===== src/rtl/piso_pkg.sv =====
// Shared types and limits for the PISO serializer controller and its shift register.
package piso_pkg;

  localparam int unsigned WIDTH_MIN = 2;
  localparam int unsigned WIDTH_MAX = 32;
  localparam int unsigned GAP_MAX   = 15;
  localparam int unsigned GAP_CNT_W = 4;

  typedef enum logic [1:0] {
    ST_IDLE  = 2'd0,
    ST_SHIFT = 2'd1,
    ST_PAR   = 2'd2,
    ST_GAP   = 2'd3
  } state_e;

  // Bit-counter width: enough to hold WIDTH-1, never narrower than one bit.
  function automatic int unsigned cnt_width(input int unsigned width);
    if (width <= WIDTH_MIN) begin
      return 32'd1;
    end
    return unsigned'($clog2(width));
  endfunction

endpackage


===== src/rtl/piso_shreg.sv =====
// Parallel-load, left-shifting register (zero fill) with async active-low clear.
module piso_shreg #(
  parameter int unsigned WIDTH = 4
) (
  input  logic             clk,
  input  logic             rst_n,
  input  logic             load_i,
  input  logic             shift_i,
  input  logic [WIDTH-1:0] d_i,
  output logic             msb_o
);

  logic [WIDTH-1:0] shreg_q;
  logic [WIDTH-1:0] shreg_d;

  // Load wins over shift; otherwise hold.
  always_comb begin
    shreg_d = shreg_q;
    if (load_i) begin
      shreg_d = d_i;
    end else if (shift_i) begin
      shreg_d = {shreg_q[WIDTH-2:0], 1'b0};
    end
  end

  always_ff @(posedge clk or negedge rst_n) begin
    if (!rst_n) begin
      shreg_q <= '0;
    end else begin
      shreg_q <= shreg_d;
    end
  end

  assign msb_o = shreg_q[WIDTH-1];

endmodule


===== src/rtl/piso_serializer_ctrl.sv =====
// Sequencer for the PISO shifter: word handshake, MSB-first framing, stall and inter-frame gap.
// Define PISO_PARITY_EN to append an even-parity beat to every frame.
module piso_serializer_ctrl
  import piso_pkg::*;
#(
  parameter int unsigned WIDTH = 4,
  parameter int unsigned GAP   = 0
) (
  input  logic             clk,
  input  logic             rst_n,
  input  logic             in_valid,
  output logic             in_ready,
  input  logic [WIDTH-1:0] in_data,
  input  logic             ser_en,
  output logic             s_out,
  output logic             s_valid,
  output logic             s_first,
  output logic             s_last,
  output logic             busy
);

  localparam int unsigned             CNT_W       = cnt_width(WIDTH);
  localparam logic [CNT_W-1:0]        CNT_LAST    = CNT_W'(WIDTH - 1);
  localparam logic [GAP_CNT_W-1:0]    GAP_LAST    = (GAP > 0) ? GAP_CNT_W'(GAP - 1)
                                                              : GAP_CNT_W'(0);
  localparam bit                      ZERO_BUBBLE = (GAP == 0);

  if ((WIDTH < WIDTH_MIN) || (WIDTH > WIDTH_MAX) || (GAP > GAP_MAX)) begin : g_bad_params
    $error("piso_serializer_ctrl: WIDTH must be 2..32 and GAP 0..15");
  end

  state_e                 state_q, state_d;
  logic [CNT_W-1:0]       cnt_q, cnt_d;
  logic [GAP_CNT_W-1:0]   gcnt_q, gcnt_d;
  logic                   load_c;
  logic                   shift_c;
  logic                   accept_c;
  logic                   end_beat_c;
  logic                   msb;
`ifdef PISO_PARITY_EN
  logic                   par_q, par_d;
`endif

  piso_shreg #(
    .WIDTH (WIDTH)
  ) u_shreg (
    .clk     (clk),
    .rst_n   (rst_n),
    .load_i  (load_c),
    .shift_i (shift_c),
    .d_i     (in_data),
    .msb_o   (msb)
  );

  // Final beat of a frame is being taken downstream this cycle.
`ifdef PISO_PARITY_EN
  assign end_beat_c = (state_q == ST_PAR) && ser_en;
`else
  assign end_beat_c = (state_q == ST_SHIFT) && (cnt_q == '0) && ser_en;
`endif

  assign accept_c = in_valid && in_ready;

  always_ff @(posedge clk or negedge rst_n) begin
    if (!rst_n) begin
      state_q <= ST_IDLE;
      cnt_q   <= '0;
      gcnt_q  <= '0;
`ifdef PISO_PARITY_EN
      par_q   <= 1'b0;
`endif
    end else begin
      state_q <= state_d;
      cnt_q   <= cnt_d;
      gcnt_q  <= gcnt_d;
`ifdef PISO_PARITY_EN
      par_q   <= par_d;
`endif
    end
  end

  always_comb begin
    state_d = state_q;
    cnt_d   = cnt_q;
    gcnt_d  = gcnt_q;
    load_c  = 1'b0;
    shift_c = 1'b0;
`ifdef PISO_PARITY_EN
    par_d   = par_q;
`endif

    case (state_q)
      ST_IDLE: begin
      end
      ST_SHIFT: begin
        if (ser_en && (cnt_q != '0)) begin
          shift_c = 1'b1;
          cnt_d   = cnt_q - CNT_W'(1);
        end
`ifdef PISO_PARITY_EN
        else if (ser_en) begin
          state_d = ST_PAR;
        end
`endif
      end
`ifdef PISO_PARITY_EN
      ST_PAR: begin
      end
`endif
      ST_GAP: begin
        // Gap length is fixed in cycles; the downstream stall has no effect here.
        if (gcnt_q == '0) begin
          state_d = ST_IDLE;
        end else begin
          gcnt_d = gcnt_q - GAP_CNT_W'(1);
        end
      end
      default: begin
        state_d = ST_IDLE;
      end
    endcase

    if (end_beat_c) begin
      state_d = (GAP > 0) ? ST_GAP : ST_IDLE;
      gcnt_d  = GAP_LAST;
    end

    // A new word may arrive from IDLE or, with no gap, on the frame's final beat.
    if (accept_c) begin
      load_c  = 1'b1;
      cnt_d   = CNT_LAST;
      state_d = ST_SHIFT;
`ifdef PISO_PARITY_EN
      par_d   = ^in_data;
`endif
    end
  end

  always_comb begin
    in_ready = 1'b0;
    s_valid  = 1'b0;
    s_out    = 1'b0;
    s_first  = 1'b0;
    s_last   = 1'b0;
    busy     = (state_q != ST_IDLE);

    case (state_q)
      ST_IDLE: begin
        in_ready = 1'b1;
      end
      ST_SHIFT: begin
        s_valid  = 1'b1;
        s_out    = msb;
        s_first  = (cnt_q == CNT_LAST);
`ifndef PISO_PARITY_EN
        s_last   = (cnt_q == '0);
`endif
        in_ready = ZERO_BUBBLE && end_beat_c;
      end
`ifdef PISO_PARITY_EN
      ST_PAR: begin
        s_valid  = 1'b1;
        s_out    = par_q;
        s_last   = 1'b1;
        in_ready = ZERO_BUBBLE && end_beat_c;
      end
`endif
      default: begin
      end
    endcase
  end

endmodule


===== config.mk =====
export PLATFORM = sky130hd
export DESIGN_NAME = piso_serializer_ctrl
export DESIGN_NICKNAME = d
export VERILOG_FILES = /design/src/rtl/piso_pkg.sv /design/src/rtl/piso_shreg.sv /design/src/rtl/piso_serializer_ctrl.sv
export SDC_FILE = /design/constraint.sdc
export NUM_CORES = 1
export LEC_CHECK = 0
export CORE_AREA = 4 4 41 43
export DETAILED_ROUTE_END_ITERATION = 10
export DIE_AREA = 0 0 45 47
export HOLD_SLACK_MARGIN = 0.08
export PLACE_DENSITY = 0.58
export SKIP_LAST_GASP = 1
export SLEW_MARGIN = 25
export SYNTH_ARGS = -nofsm -noshare
export SYNTH_HDL_FRONTEND = slang
export SYNTH_SLANG_ARGS = --single-unit

===== constraint.sdc =====
create_clock -name clk -period 1.3 [get_ports clk]
set_input_delay 0.195 -clock clk [delete_from_list [all_inputs] [get_ports clk]]
set_output_delay 0.195 -clock clk [all_outputs]
set_load 0.1 [all_outputs]

==> results of run 1 <==
-- layout make-up --
cell class                 count  share of cell area
clock buffer                   4              0.0310
inverter                       3              0.0133
multi-input combinational     29               0.329
sequential                     7               0.211
tap                           15              0.0222
timing repair buffer          28               0.393
-- cells by family after synthesis --
| family | share of synthesized area |
|---|---|
| and+or+nand+nor | 0.236 |
| AOI/OAI and AO/OA | 0.230 |
| buffers and inverters | 0.0619 |
| adders and majority gates | 0.0590 |
| DFF | 0.413 |
-- per-stage QoR --
stage / setup WS [ns] / power, mW / setup TNS [ns] / util / hold slack [ns]
final: -0.155 / 2.10 / -1.01 / 0.651 / 0.196
after global routing: -0.200 / 2.21 / -1.50 / 0.651 / 0.232
after CTS: -0.133 / 2.04 / -0.972 / 0.618 / 0.203
after detailed placement: -0.163 / 1.67 / -0.817 / 0.541 / 0.479
after global placement: -0.175 / 1.66 / -0.765 / 0.541 / 0.474
after floorplan: -0.125 / 1.15 / -0.662 / - / -0.101
-- power groups by stage --
| stage | registers [mW] | logic, mW | clock network [mW] |
|---|---|---|---|
| finish | 0.365 | 1.54 | 0.197 |
| global route | 0.370 | 1.62 | 0.219 |
| CTS | 0.363 | 1.48 | 0.206 |
| detailed placement | 0.354 | 1.32 | 0 |
| global placement | 0.358 | 1.30 | 0 |
| floorplan | 0.392 | 0.753 | 0 |
-- state kept, by name, summed over array words and instances, names as in the netlist --
| signal | cells |
|---|---|
| cnt_q | 2 |
| state_q | 1 |
| u_shreg.shreg_q | 4 |
-- how the worst min path moves through the flow --
| stage | start | endpoint | slack (ns) | depth (start not counted) |
|---|---|---|---|---|
| 5_1_grt | rst_n | cnt_q[0] | 0.23 | 1 |
| 6_report | rst_n | cnt_q[0] | 0.20 | 1 |
| 3_3_place_gp | rst_n | u_shreg.shreg_q[1] | 0.47 | 1 |
| 3_5_place_dp | rst_n | u_shreg.shreg_q[0] | 0.48 | 1 |
| 2_1_floorplan | rst_n | cnt_q[0] | -0.10 | 0 |
| 4_1_cts | rst_n | cnt_q[0] | 0.20 | 1 |
-- placed cells by master (no fill, tap or decap), types with 2 or more instances in the layout --
master,n
buf_6,8
a221o_1,3
and3_1,3
a32o_1,2
a21oi_1,2
ha_4,2
buf_4,7
dfrtp_1,6
buf_12,6
inv_2,2
clkbuf_4,3
clkdlybuf4s50_1,7
and2_4,3
-- worst max-delay path, stage by stage, from the launching register on --
cell and delay (ns):
dfrtp_1 0.37, inv_2 0.06, ha_4 0.18, buf_6 0.12, nor2b_4 0.18, o21ai_4 0.09, a221o_1 0.35
-- layer usage --
| layer | track usage | part of all wire |
|---|---|---|
| met1 | 0.0949 | 0.39 |
| met5 | 0 | 0 |
| met3 | 0.0230 | 0.060 |
| met4 | 0.0877 | 0.029 |
| met2 | 0.232 | 0.52 |
-- repair_timing --
item	4_1_cts	5_1_grt
setup buffers	4	1
gates resized for setup	15	7
endpoints found under the setup margin	10	12
pin swaps	5	5
==> reports/metrics.cfg, run 1 <==
[clock_tree]
ctsHtreeMaxLevel=1
clk_pin_slew_ns=0.05
cts.path.max_buffers=2
cts_hold_buffers=0
cts_tree=done
numCtsBuffers=3
clock-sinks=7
insertion_delay_ns=0.25
root_buffer=clkbuf_4

[critical_path]
criticalPathCategory=flip-flop to flip-flop
r2r_slack_ns=-0.15
end_kind=flip-flop
critPathLaunchType=flip-flop
crit_required_ns=1.44
r2r_end=u_shreg.shreg_q[2]
arrival_ns=1.59
r2r_cells=6
crit_start=cnt_q[0]
cp_max_fo=5
endpoint=u_shreg.shreg_q[2]
regToRegStartpoint=cnt_q[0]

[job]
max_cap_violations=0

[synthesis]
synth_fp_nets=51
synth_seq_cells=7
synth.most_common_cell=dfrtp_1
netlist_area_um2=424
ys.flop_type=dfrtp_1
synth_edf_count=0
synth_area_per_cell_um2=10.3
seq_area_frac_synth=0.413
synth_warnings=0
synth_top_area_share=0.413
synth_cell_types=21
synthCells=41
yosys.area.top_type=dfrtp_1
synth_area_leaders=dfrtp_1, a221o_1, ha_1
async_flop_share=1.00

[outcome]
violations=negative setup slack
status=finished, violations left

[final_layout]
area_delta_synth_final_pct=99.7
drive_above_1_share=0.563
fin_cells=86
n_antenna_cell=0
design_area_um2=847
nFillCells=108
regArea_um2=179
multi_input_area_um2=279
nets=82

[pwr]
ir_drop_mv=1.18
clockPowerShare=0.094
p_sw_frac=0.453
internal_power_mw=1.15
p_leak_nw=0.397
power.switching_mw=0.952
p_seq_frac=0.174
p_comb_frac=0.732
powerDensity_nw_per_um2=2480

[routing]
wl_per_cell_um=12.3
first_pass_iters=2
viasPerCell=4.93
via_count=424
drt_iter0_markers=7
ant_nets=0
drc_errors=0
routed_wl_mm=1.06

[sta]
layout_setup_ws_ns=-0.155
slew_viol_final=0
slew_headroom=0.757
period_share=1.12
min_period_ns=1.45
fin_skew_ns=0.00409
max_freq_mhz=687
hold_viol_final=0
rsz0062_at_grt=true
worst_slew_pin_slew_ns=0.363
setup_violations=11

[die]
die-area_um2=2120
start_util=0.326
pin_count=14
core_um2=1300
fp.dieH_um=47
rows=13
die_w_um=45

[global_route]
grt_pass1_vias=403
grt_start_max_net_pins=11
overflow=0
grt_use_total=0.114
grt_first_pass_wirelength_mm=1.63
antenna_found_initial=0

[worst_hold_path]
hp-class=primary input to asynchronous set/reset pin

[placed_design]
gp_congestion=0.860
placed_cell_area_um2=704
placed_cells=77
numPortBuffers=13

No activity file was read; power rests on OpenSTA's default activity.
==> run 2, diff against run 1 <==
Settings changed: HOLD_SLACK_MARGIN 0.08 to 0.02.
==> results of run 2 <==
The final DEF is identical to that of run 1; final timing and power are the same.
